### config.mk
export PLATFORM = sky130hd
export DESIGN_NAME = fetch_ctrl
export DESIGN_NICKNAME = d
export VERILOG_FILES = /design/src/rtl/fetch_ctrl.sv
export SDC_FILE = /design/constraint.sdc
export NUM_CORES = 1
export LEC_CHECK = 0
export ABC_CLOCK_PERIOD_IN_PS = 3600
export BUFFER_PORTS_ARGS = -buffer_cell sky130_fd_sc_hd__buf_4
export CAP_MARGIN = 25
export CELL_PAD_IN_SITES_DETAIL_PLACEMENT = 1
export CELL_PAD_IN_SITES_GLOBAL_PLACEMENT = 1
export CORE_MARGIN = 2
export CORE_UTILIZATION = 40
export DETAILED_ROUTE_END_ITERATION = 10
export PLACE_DENSITY_LB_ADDON = 0.1
export SYNTH_ARGS = -nofsm -noshare
export SYNTH_HDL_FRONTEND = slang
export SYNTH_SLANG_ARGS = --single-unit
### constraint.sdc
create_clock -name clk_i -period 3.6 [get_ports clk_i]
set_input_delay 0.72 -clock clk_i [delete_from_list [all_inputs] [get_ports clk_i]]
set_output_delay 0.72 -clock clk_i [all_outputs]
set_load 0.02 [all_outputs]
### src/rtl/fetch_ctrl.sv
// Instruction-fetch sequencer: owns the fetch PC, queues {word, pc} pairs in a small FIFO
// and hands them to decode over valid/ready; redirects flush the queue and retarget the PC.
module fetch_ctrl #(
  parameter int AddressWidth = 10,
  parameter int ResetPc      = 0,
  parameter int QueueDepth   = 2
) (
  input  logic                    clk_i,
  input  logic                    rst_i,
  input  logic                    fetch_en_i,
  output logic [AddressWidth-1:0] imem_addr_o,
  input  logic [31:0]             imem_data_i,
  input  logic                    redirect_i,
  input  logic [AddressWidth-1:0] redirect_pc_i,
  output logic                    instr_valid_o,
  input  logic                    instr_ready_i,
  output logic [31:0]             instr_o,
  output logic [AddressWidth-1:0] instr_pc_o,
  output logic                    misalign_o
);

  localparam int CW = $clog2(QueueDepth + 1);
  localparam int PW = $clog2(QueueDepth);
  localparam logic [CW-1:0] DepthC  = CW'(QueueDepth);
  localparam logic [PW-1:0] LastPtr = PW'(QueueDepth - 1);

  typedef enum logic {IDLE, RUN} state_e;

  state_e                  state_q, state_d;
  logic [AddressWidth-1:0] fetch_pc_q, fetch_pc_d;
  logic [CW-1:0]           count_q, count_d;
  logic [PW-1:0]           rd_ptr_q, rd_ptr_d;
  logic [PW-1:0]           wr_ptr_q, wr_ptr_d;
  logic                    misalign_q, misalign_d;
  logic [31:0]             data_q [QueueDepth];
  logic [31:0]             data_d [QueueDepth];
  logic [AddressWidth-1:0] pc_q   [QueueDepth];
  logic [AddressWidth-1:0] pc_d   [QueueDepth];

  logic enq, deq;

  function automatic logic [PW-1:0] next_ptr(input logic [PW-1:0] p);
    next_ptr = (p == LastPtr) ? '0 : p + PW'(1);
  endfunction

  assign imem_addr_o   = fetch_pc_q;
  assign instr_valid_o = (count_q != '0);
  assign instr_o       = data_q[rd_ptr_q];
  assign instr_pc_o    = pc_q[rd_ptr_q];
  assign misalign_o    = misalign_q;

  assign deq = instr_valid_o & instr_ready_i;
  // A full queue still accepts when the head leaves in the same cycle.
  assign enq = (state_q == RUN) & ~redirect_i & ((count_q < DepthC) | deq);

  always_comb begin
    state_d    = state_q;
    fetch_pc_d = fetch_pc_q;
    count_d    = count_q;
    rd_ptr_d   = rd_ptr_q;
    wr_ptr_d   = wr_ptr_q;
    misalign_d = 1'b0;
    data_d     = data_q;
    pc_d       = pc_q;

    case (state_q)
      IDLE:    if (fetch_en_i)  state_d = RUN;
      RUN:     if (!fetch_en_i) state_d = IDLE;
      default: state_d = IDLE;
    endcase

    if (redirect_i) begin
      // Flush drops everything queued, including an entry consumed this cycle.
      count_d    = '0;
      rd_ptr_d   = '0;
      wr_ptr_d   = '0;
      fetch_pc_d = {redirect_pc_i[AddressWidth-1:2], 2'b00};
      misalign_d = |redirect_pc_i[1:0];
    end else begin
      if (enq) begin
        data_d[wr_ptr_q] = imem_data_i;
        pc_d[wr_ptr_q]   = fetch_pc_q;
        wr_ptr_d         = next_ptr(wr_ptr_q);
        fetch_pc_d       = fetch_pc_q + AddressWidth'(4);
      end
      if (deq) rd_ptr_d = next_ptr(rd_ptr_q);
      case ({enq, deq})
        2'b10:   count_d = count_q + CW'(1);
        2'b01:   count_d = count_q - CW'(1);
        default: count_d = count_q;
      endcase
    end
  end

  always_ff @(posedge clk_i) begin
    if (rst_i) begin
      state_q    <= IDLE;
      fetch_pc_q <= AddressWidth'(ResetPc);
      count_q    <= '0;
      rd_ptr_q   <= '0;
      wr_ptr_q   <= '0;
      misalign_q <= 1'b0;
      for (int i = 0; i < QueueDepth; i++) begin
        data_q[i] <= '0;
        pc_q[i]   <= '0;
      end
    end else begin
      state_q    <= state_d;
      fetch_pc_q <= fetch_pc_d;
      count_q    <= count_d;
      rd_ptr_q   <= rd_ptr_d;
      wr_ptr_q   <= wr_ptr_d;
      misalign_q <= misalign_d;
      data_q     <= data_d;
      pc_q       <= pc_d;
    end
  end

endmodule
==> results of run 1 <==
==> synth_stat cells, types with 3 or more instances <==
cell type    n  share of area
buf_2       10          0.012
clkbuf_1    19          0.018
dfxtp_1     94           0.47
buf_1        3         0.0028
mux2_2      40           0.11
buf_6        4          0.011
inv_1        6         0.0056
xnor2_1      5          0.011
nor3_1       7         0.0087
a21oi_1     87           0.11
nand2_1    164           0.15
buf_4        5         0.0094
o21a_1       6          0.011
xor2_1       5          0.011
==> routing by layer <==
metal,share of wire,GRT usage
met1,0.45,0.244
met2,0.50,0.344
met3,0.037,0.0363
met4,0.011,0.0608
met5,0,0
==> state kept, by name (all words and copies together) (netlist names) <==
| name | flops |
|---|---|
| pc_q | 16 |
| state_q | 1 |
| wr_ptr_q | 1 |
| count_q | 2 |
| data_q | 64 |
| rd_ptr_q | 1 |
| misalign_o | 1 |
| imem_addr_o | 8 |
==> metrics by stage <==
step | util | hold WS [ns] | power (µW) | setup WS (ns)
6_report | 0.506 | 0.456 | 1940 | 1.15
3_5_place_dp | 0.486 | 0.447 | 1320 | 1.23
5_1_grt | 0.506 | 0.480 | 2020 | 1.07
3_3_place_gp | 0.486 | 0.438 | 1320 | 1.23
2_1_floorplan | - | 0.433 | 1220 | 1.50
4_1_cts | 0.504 | 0.460 | 1960 | 0.830
==> worst register-to-register path: stages, from the launching register on <==
cell and delay [ns]:
dfxtp_1 0.54, nand2_1 0.22, or2_2 0.32, ha_1 0.33, nor2_1 0.14, xnor2_1 0.13, nor3_1 0.06
==> where the power goes <==
group | total [µW] | leakage, µW | switching [µW] | internal [µW]
clock network | 641 | 0.0000934 | 352 | 289
registers | 1090 | 0.000763 | 23.9 | 1060
logic | 207 | 0.00111 | 111 | 95.9
total | 1940 | 0.00196 | 487 | 1450
==> final cells by class <==
cell class / count / share of cell area
Inverter: 6 / 0.00455
Clock buffer: 13 / 0.0321
Tap cell: 133 / 0.0336
Clock inverter: 3 / 0.00379
Sequential cell: 94 / 0.381
Multi-Input combinational cell: 347 / 0.386
Timing Repair Buffer: 103 / 0.159
==> cell families after synthesis <==
kind of cell,after synthesis,share of synthesized area
other,1,0.000935
AOI/OAI and AO/OA,98,0.128
and+or+nand+nor,193,0.202
adders and majority gates,2,0.00624
muxes,40,0.112
xor gates and xnor gates,10,0.0218
buffers and inverters,47,0.0593
DFF,94,0.469
==> path summary, 6_finish.rpt <==
| check | from | endpoint | slack (ns) | depth (start not counted) |
|---|---|---|---|---|
| worst max-delay path | rd_ptr_q$_SDFFE_PP0P_ | instr_o[16] | 1.15 | 3 |
| worst min-delay path | pc_q[12]$_SDFFE_PP0P_ | pc_q[12]$_SDFFE_PP0P_ | 0.46 | 2 |
| worst max register to register | state_q$_SDFF_PP0_ | count_q[1]$_SDFFE_PP0P_ | 1.72 | 6 |
| worst min register to register | pc_q[12]$_SDFFE_PP0P_ | pc_q[12]$_SDFFE_PP0P_ | 0.46 | 2 |
==> flow_metrics.py, run 1 <==
metrics = {
    "timing": {
        "fmax_mhz": 408,
        "clock_skew_ns": 0.0127,
        "hold_viol": 0,
        "worst_pin_slew_ns": 0.996,
        "fin_crit_ns": 2.45,
        "setup_violations": 0,
        "period_share": 0.681,
        "rsz0062_at_grt": "false",
        "setup_tns_ns": 0,
        "slew_headroom": 0.336,
        "slew_viol_final": 0,
    },
    "synthesis": {
        "syn_area_per_cell_um2": 8.27,
        "ys_seq_elements": 94,
        "syn_inst": 485,
        "synth-async-reset-ratio": 0,
        "synth_edf_count": 0,
        "synth_cell_type_count": 37,
        "yosysSeqAreaShare": 0.469,
        "ys.flop_type": "dfxtp_1",
        "yosys_warnings": 0,
        "syn-cell-area_um2": 4010,
    },
    "power": {
        "powerDensity_nw_per_um2": 391,
        "leakage_uw": 0.00196,
        "ir_drop_v": 0.000212,
    },
    "grt": {
        "grt-ovfl-total": 0,
        "grt_pass1_vias": 3568,
        "track_usage": 0.196,
        "grt_pass1_wl_um": 17400,
        "grt_max_degree": 95,
        "antenna_found_initial": 0,
    },
    "critical_path": {
        "crit_fanout": 30,
        "crit_family": "flip-flops",
        "path_buf_inv": 2,
        "crit_required_ns": 2.88,
        "crit_chain": "buf_12 > mux2_2 > buf_4",
        "crit_slowest_cell": "dfxtp_2",
        "end_kind": "output port",
        "max_stage_delay_ns": 0.57,
        "crit_type": "reg -> out",
        "worstPathArrival_ns": 1.73,
        "crit_path_start_kind": "flop",
    },
    "finish": {
        "finalNonFillerCells": 699,
        "nNetsFinal": 610,
        "syn2layout_area_growth_pct": 23.4,
        "fill_cells": 1208,
        "final_cell_mix": "164 x nand2_1, 102 x buf_4, 93 x dfxtp_1",
        "multi_input_area_um2": 1910,
        "seqCellArea_um2": 1880,
        "mostFrequentLayoutCell": "nand2_1",
        "diodes": 0,
        "layout-drive-gt1-share": 0.288,
        "final_cell_area_um2": 4950,
    },
    "detailed_routing": {
        "final_antenna_net_count": 0,
        "drt_pre_antenna_iters": 4,
        "num_vias": 3484,
        "via_per_inst": 4.98,
        "drt_wl_total_um": 10600,
        "drc": 0,
        "drt_iter0_drc": 84,
        "avgRoutedWirePerCell_um": 15.2,
    },
    "clock_network": {
        "cts_tree": "yes",
        "cts_hold_buf": 0,
        "clock_path_buffers": 2,
        "clkTransAtPathRegs_ns": 0.09,
        "cts_htree_levels": 3,
        "postCtsSetupBuffers": 0,
        "cts-root-buf": "clkbuf_8",
        "cts_buffers": 9,
        "post_cts_resized": 0,
        "clkLatencyLatePin_ns": 0.35,
        "cts_sinks": 94,
    },
    "job": {
        "cap_violations": 0,
    },
    "die": {
        "die_h_um": 104,
        "rows": 36,
        "io_pins": 101,
        "die_w_um": 104,
        "core_um2": 9770,
        "die_area_um2": 10800,
        "initial_core_util": 0.410,
    },
    "run_status": {
        "status": "finished clean",
    },
    "placed_design": {
        "placed_area_um2": 4750,
        "dp_cells": 682,
        "place_hpwl_um": 6910,
        "port_buffers": 96,
        "gp_congestion": 0.715,
    },
    "worst_hold_path": {
        "min_path_type": "reg -> reg",
    },
}
(Power assumes the default switching activity.)
==> run 2: changes to the inputs <==
--- a/config.mk
+++ b/config.mk
@@ -5,13 +5,14 @@
 export SDC_FILE = /design/constraint.sdc
 export NUM_CORES = 1
 export LEC_CHECK = 0
-export ABC_CLOCK_PERIOD_IN_PS = 3600
+export ABC_AREA = 1
+export ABC_CLOCK_PERIOD_IN_PS = 2150
 export BUFFER_PORTS_ARGS = -buffer_cell sky130_fd_sc_hd__buf_4
 export CAP_MARGIN = 25
 export CELL_PAD_IN_SITES_DETAIL_PLACEMENT = 1
 export CELL_PAD_IN_SITES_GLOBAL_PLACEMENT = 1
 export CORE_MARGIN = 2
-export CORE_UTILIZATION = 40
+export CORE_UTILIZATION = 34
 export DETAILED_ROUTE_END_ITERATION = 10
 export PLACE_DENSITY_LB_ADDON = 0.1
 export SYNTH_ARGS = -nofsm -noshare
==> constraint.sdc (replaced) <==
create_clock -name clk_i -period 2.15 [get_ports clk_i]
set_input_delay 0.43 -clock clk_i [delete_from_list [all_inputs] [get_ports clk_i]]
set_output_delay 0.43 -clock clk_i [all_outputs]
set_load 0.02 [all_outputs]
==> run 2 against run 1 <==
Sequential cell count did not move. Non-clock buffer count is 1 higher. Final area rose by 6.4%. Routed wire length increased by 22%. Hold slack worse by 0.16 ns.
==> flow_metrics.py, run 2 <==
metrics = {
    "run_status": {
        "status": "finished clean",
    },
    "clock_network": {
        "cts_hold_buf": 0,
        "cts_sinks": 94,
        "cts_tree": "yes",
        "postCtsSetupBuffers": 0,
        "cts_htree_levels": 3,
        "clkTransAtPathRegs_ns": 0.06,
        "cts-root-buf": "clkbuf_16",
        "clock_path_buffers": 2,
        "post_cts_resized": 0,
        "clkLatencyLatePin_ns": 0.34,
        "cts_buffers": 9,
    },
    "detailed_routing": {
        "drt_wl_total_um": 13000,
        "final_antenna_net_count": 0,
        "avgRoutedWirePerCell_um": 15.7,
        "drc": 0,
        "num_vias": 4119,
        "via_per_inst": 4.96,
        "drt_pre_antenna_iters": 4,
        "drt_iter0_drc": 129,
    },
    "die": {
        "rows": 40,
        "die_h_um": 115,
        "io_pins": 101,
        "core_um2": 12000,
        "die_area_um2": 13200,
        "initial_core_util": 0.348,
        "die_w_um": 115,
    },
    "synthesis": {
        "syn_inst": 605,
        "syn_area_per_cell_um2": 6.91,
        "yosys_warnings": 0,
        "synth_edf_count": 0,
        "yosysMostFrequentCell": "nand2_1",
        "syn-cell-area_um2": 4180,
        "synth-async-reset-ratio": 0,
        "yosysSeqAreaShare": 0.450,
        "ys.flop_type": "dfxtp_1",
        "synth_top_area_cell": "dfxtp_1",
        "synth_cell_type_count": 29,
        "synth_top_family_by_area": "simple AND/OR/NAND/NOR gates",
        "synth_compound_area_frac": 0.167,
        "yosysTopAreaCellShare": 0.450,
        "synth_adder_area_share": 0.00599,
        "synth.area.mux_share": 0,
        "ys_seq_elements": 94,
        "synth_xor_area_frac": 0.00210,
        "synthSimpleGateAreaFrac": 0.266,
        "synth_common_cells": "116 x nand2_1, 94 x dfxtp_1, 86 x nor2_1, 73 x o21ai_0, 56 x inv_1",
        "yosys-top-cells-area": "dfxtp_1 45%, nand2_1 10%, o21ai_0 8.7%",
    },
    "grt": {
        "antenna_found_initial": 0,
        "grt_pass1_vias": 4133,
        "grt-ovfl-total": 0,
        "track_usage": 0.199,
        "grt_pass1_wl_um": 20700,
        "grt_max_degree": 83,
    },
    "critical_path": {
        "crit_family": "buffers and inverters",
        "path_buf_inv": 2,
        "crit_chain": "buf_12 > nand2_1 > o21ai_0 > buf_4",
        "end_kind": "output port",
        "max_stage_delay_ns": 0.34,
        "worstPathArrival_ns": 1.45,
        "crit_required_ns": 1.72,
        "crit_type": "reg -> out",
        "crit_fanout": 82,
        "crit_path_start_kind": "flop",
        "crit_slowest_cell": "dfxtp_2",
    },
    "placed_design": {
        "place_hpwl_um": 8490,
        "placed_area_um2": 4960,
        "port_buffers": 96,
        "gp_congestion": 0.763,
    },
    "power": {
        "clkPwrFrac": 0.434,
        "ir_drop_v": 0.000290,
        "powerDensity_nw_per_um2": 739,
        "comb_power_share": 0.098,
        "p_sw_frac": 0.242,
        "power.net_switching_uw": 941,
        "p_int_uw": 2950,
        "power_frac_seq": 0.468,
        "leakage_uw": 0.00222,
    },
    "timing": {
        "setup_tns_ns": 0,
        "clock_skew_ns": 0.00950,
        "worst_pin_slew_ns": 0.752,
        "slew_headroom": 0.498,
        "hold_viol": 0,
        "rsz0062_at_grt": "false",
        "fmax_mhz": 532,
        "fin_crit_ns": 1.88,
        "slew_viol_final": 0,
        "period_share": 0.874,
        "setup_violations": 0,
    },
    "finish": {
        "syn2layout_area_growth_pct": 26.0,
        "diodes": 0,
        "largest_reg_flops": 64,
        "layout-drive-gt1-share": 0.184,
        "nNetsFinal": 729,
        "multi_input_area_um2": 1860,
        "final_cell_mix": "116 x nand2_1, 102 x buf_4, 93 x dfxtp_1",
        "fill_cells": 1548,
        "mostFrequentLayoutCell": "nand2_1",
        "final_cell_area_um2": 5270,
        "largest_register": "data_q",
        "seqCellArea_um2": 1880,
    },
    "worst_hold_path": {
        "min_path_type": "in -> reg",
    },
    "job": {
        "cap_violations": 0,
    },
}
-- run 2: changes by cell type in the layout (fill, tap and decap cells not counted), sizes merged, moves of 40 or more --
cell and delta:
nand3 +54, inv +53, mux2 -40, o21ai +80, nor2 +86, nand2 -46
-- run 2: final timing paths --
check / to / depth (start not counted) / start / slack [ns]
max: instr_o[13] / 4 / rd_ptr_q$_SDFFE_PP0P_ / 0.27
min: state_q$_SDFF_PP0_ / 3 / fetch_en_i / 0.30
max reg2reg: data_q[29]$_SDFFE_PP0P_ / 5 / wr_ptr_q$_SDFFE_PP0P_ / 0.40
min reg2reg: data_q[40]$_SDFFE_PP0P_ / 2 / data_q[40]$_SDFFE_PP0P_ / 0.46
-- run 2: logic make-up (layout without fill, tap and decap cells) --
family | after synthesis | in the layout
fa+ha+maj | 2 | 2
buf+inv | 103 | 179
xor+xnor | 1 | 1
flops | 94 | 94
simple gates | 266 | 266
other cells | 1 | 4
compound gates | 138 | 138
-- run 2: power by group through the flow --
stage	logic [µW]	registers (µW)	clock network, µW
2_1_floorplan	199	1860	0
3_3_place_gp	378	1860	0
3_5_place_dp	385	1860	0
4_1_cts	386	1820	1710
5_1_grt	418	1830	1790
6_report	381	1820	1690
-- run 2: layout make-up --
| cell class | instances | area share |
|---|---|---|
| Clock buffer | 11 | 0.0442 |
| Clock inverter | 4 | 0.0138 |
| Inverter | 60 | 0.0433 |
| Multi-Input combinational cell | 411 | 0.353 |
| Sequential cell | 94 | 0.358 |
| Tap cell | 147 | 0.0349 |
| Timing Repair Buffer | 104 | 0.153 |
-- run 2: worst min-delay path, cell delays in order --
cell and delay (ns):
buf_4 0.08, inv_1 0.03, nor2_1 0.07
-- run 2: per-layer routing --
layer  up-vias  global-route usage  routed length, µm
li1       2074                   -                  -
met1      1960               0.251               5950
met2        73               0.356               6470
met3        12              0.0242                425
met4         0              0.0602                158
met5         -                   0                  0
-- run 2: stage by stage --
stage	utilization	hold slack [ns]	setup slack [ns]	instances	total power, µW
2_1_floorplan	-	0.439	0.583	608	2060
4_1_cts	0.438	0.289	0.282	831	3920
3_3_place_gp	0.413	0.448	0.344	816	2240
6_report	0.438	0.298	0.272	831	3890
3_5_place_dp	0.413	0.455	0.246	816	2250
5_1_grt	0.438	0.307	0.208	831	4030
==> run 3: changes to the inputs <==
--- a/config.mk
+++ b/config.mk
@@ -9,11 +9,10 @@
 export ABC_CLOCK_PERIOD_IN_PS = 2150
 export BUFFER_PORTS_ARGS = -buffer_cell sky130_fd_sc_hd__buf_4
 export CAP_MARGIN = 25
-export CELL_PAD_IN_SITES_DETAIL_PLACEMENT = 1
-export CELL_PAD_IN_SITES_GLOBAL_PLACEMENT = 1
 export CORE_MARGIN = 2
-export CORE_UTILIZATION = 34
+export CORE_UTILIZATION = 40
 export DETAILED_ROUTE_END_ITERATION = 10
+export HOLD_SLACK_MARGIN = 0.03
 export PLACE_DENSITY_LB_ADDON = 0.1
 export SYNTH_ARGS = -nofsm -noshare
 export SYNTH_HDL_FRONTEND = slang
==> run 3 against run 2 <==
Clock-buffer cell count unchanged. Utilization rose by 7.2 points. Sequential share of layout area is 0.33 points higher. Clock power fell by 18%. Non-clock buffer count grew 3. Final area is 0.90% lower. Critical path type unchanged.
==> flow_metrics.py, run 3 (synthesis results as in run 2) <==
metrics = {
    "run_status": {
        "status": "finished clean",
    },
    "finish": {
        "largest_reg_flops": 64,
        "largest_register": "data_q",
        "mostFrequentLayoutCell": "nand2_1",
        "final_cell_mix": "116 x nand2_1, 104 x buf_4, 93 x dfxtp_1",
        "layout-drive-gt1-share": 0.189,
        "syn2layout_area_growth_pct": 24.8,
        "nNetsFinal": 732,
        "finalNonFillerCells": 823,
        "diodes": 0,
        "fill_cells": 1061,
    },
    "critical_path": {
        "setup.worst_path.start": "rd_ptr_q$_SDFFE_PP0P_",
        "rrSetupSlack_ns": 0.62,
        "ff2ff_path_depth": 7,
        "crit_path_end": "instr_o[9]",
        "worstPathArrival_ns": 1.64,
        "crit_path_start_kind": "flop",
        "end_kind": "output port",
        "rr_startpoint": "state_q$_SDFF_PP0_",
        "crit_type": "reg -> out",
        "regToRegEndpoint": "pc_q[15]$_SDFFE_PP0P_",
        "crit_fanout": 24,
        "crit_required_ns": 1.72,
    },
    "power": {
        "p_sw_frac": 0.236,
        "comb_power_share": 0.104,
        "clkPwrFrac": 0.387,
        "ir_drop_v": 0.000358,
        "powerDensity_nw_per_um2": 686,
        "power.net_switching_uw": 844,
        "p_int_uw": 2740,
        "leakage_uw": 0.00221,
        "power_frac_seq": 0.509,
    },
    "timing": {
        "slew_headroom": 0.575,
        "hold_viol": 0,
        "fin_crit_ns": 2.07,
        "finalWorstSetupSlack_ns": 0.0840,
        "period_share": 0.961,
        "rsz0062_at_grt": "false",
        "worst_pin_slew_ns": 0.636,
        "fmax_mhz": 484,
        "clock_skew_ns": 0.0107,
        "setup_violations": 0,
        "whs_ns": 0.280,
        "setup_tns_ns": 0,
        "slew_viol_final": 0,
    },
    "die": {
        "core_um2": 10200,
        "die_h_um": 106,
        "die_w_um": 106,
        "initial_core_util": 0.409,
        "rows": 37,
        "die_area_um2": 11300,
        "io_pins": 101,
    },
    "placed_design": {
        "gp_congestion": 0.783,
        "dp_cells": 808,
        "pre_cts_ws_ns": 0.401,
        "place_hpwl_um": 7190,
        "port_buffers": 96,
    },
    "job": {
        "cap_violations": 0,
    },
    "detailed_routing": {
        "drt_pre_antenna_iters": 4,
        "via_per_inst": 4.89,
        "drc": 0,
        "drt_iter0_drc": 166,
        "drt_wl_total_um": 11000,
        "final_antenna_net_count": 0,
        "num_vias": 4021,
        "avgRoutedWirePerCell_um": 13.4,
    },
    "grt": {
        "grt-ovfl-total": 0,
        "busiest_layer": "met2",
        "grt_pass1_vias": 3689,
        "track_usage": 0.199,
        "grt_max_degree": 47,
        "use_met3": 0.0325,
        "grt_pass1_wl_um": 18200,
        "grt_use_met2": 0.322,
        "antenna_found_initial": 0,
        "use_met1": 0.275,
    },
    "clock_network": {
        "post_cts_resized": 0,
        "cts_buffers": 9,
        "cts-root-buf": "clkbuf_8",
        "cts_tree": "yes",
        "clkTransAtPathRegs_ns": 0.09,
        "cts_sinks": 94,
        "clock_path_buffers": 2,
        "clkLatencyLatePin_ns": 0.35,
        "cts_htree_levels": 3,
        "postCtsSetupBuffers": 0,
        "cts_hold_buf": 0,
    },
    "worst_hold_path": {
        "min_path_type": "in -> reg",
    },
}
-- run 3: per-layer routing --
| layer | up-vias | routed length, µm |
|---|---|---|
| met3 | 6 | 709 |
| met4 | 0 | 80 |
| met2 | 127 | 5020 |
| met1 | 1813 | 5230 |
| met5 | - | 0 |
| li1 | 2075 | - |
-- run 3: power groups by stage --
stage	logic, µW	clock network, µW	registers [µW]
floorplan	199	0	1860
global placement	370	0	1860
detailed placement	374	0	1860
CTS	374	1420	1820
global route	409	1490	1830
finish	372	1390	1820
-- run 3: worst max-delay path, cell delays in order, from the launching register on --
cell	delay, ns
dfxtp_2	0.64
buf_12	0.22
nand2_1	0.06
o21ai_0	0.15
buf_4	0.22
-- run 3: per-stage QoR --
step / util / power [µW] / area [µm²]
floorplan: - / 2060 / 4190
global placement: 0.487 / 2230 / 4980
detailed placement: 0.487 / 2240 / 4980
CTS: 0.510 / 3610 / 5220
global route: 0.510 / 3730 / 5220
finish: 0.510 / 3580 / 5220
-- run 3: final cells by class --
| class | instances | area, µm² | share of cell area |
|---|---|---|---|
| Timing Repair Buffer | 107 | 841 | 0.161 |
| Multi-Input combinational cell | 411 | 1860 | 0.356 |
| Inverter | 60 | 228 | 0.0436 |
| Tap cell | 136 | 170 | 0.0326 |
| Clock buffer | 11 | 141 | 0.0271 |
| Clock inverter | 4 | 95.1 | 0.0182 |
| Sequential cell | 94 | 1880 | 0.361 |
-- run 3: worst min-delay path by stage --
stage	slack [ns]	depth (start not counted)	startpoint	to
2_1_floorplan	0.44	2	data_q[32]$_SDFFE_PP0P_	data_q[32]$_SDFFE_PP0P_
3_3_place_gp	0.45	2	data_q[34]$_SDFFE_PP0P_	data_q[34]$_SDFFE_PP0P_
3_5_place_dp	0.45	2	data_q[43]$_SDFFE_PP0P_	data_q[43]$_SDFFE_PP0P_
4_1_cts	0.26	3	fetch_en_i	state_q$_SDFF_PP0_
5_1_grt	0.28	3	fetch_en_i	state_q$_SDFF_PP0_
6_report	0.28	3	fetch_en_i	state_q$_SDFF_PP0_
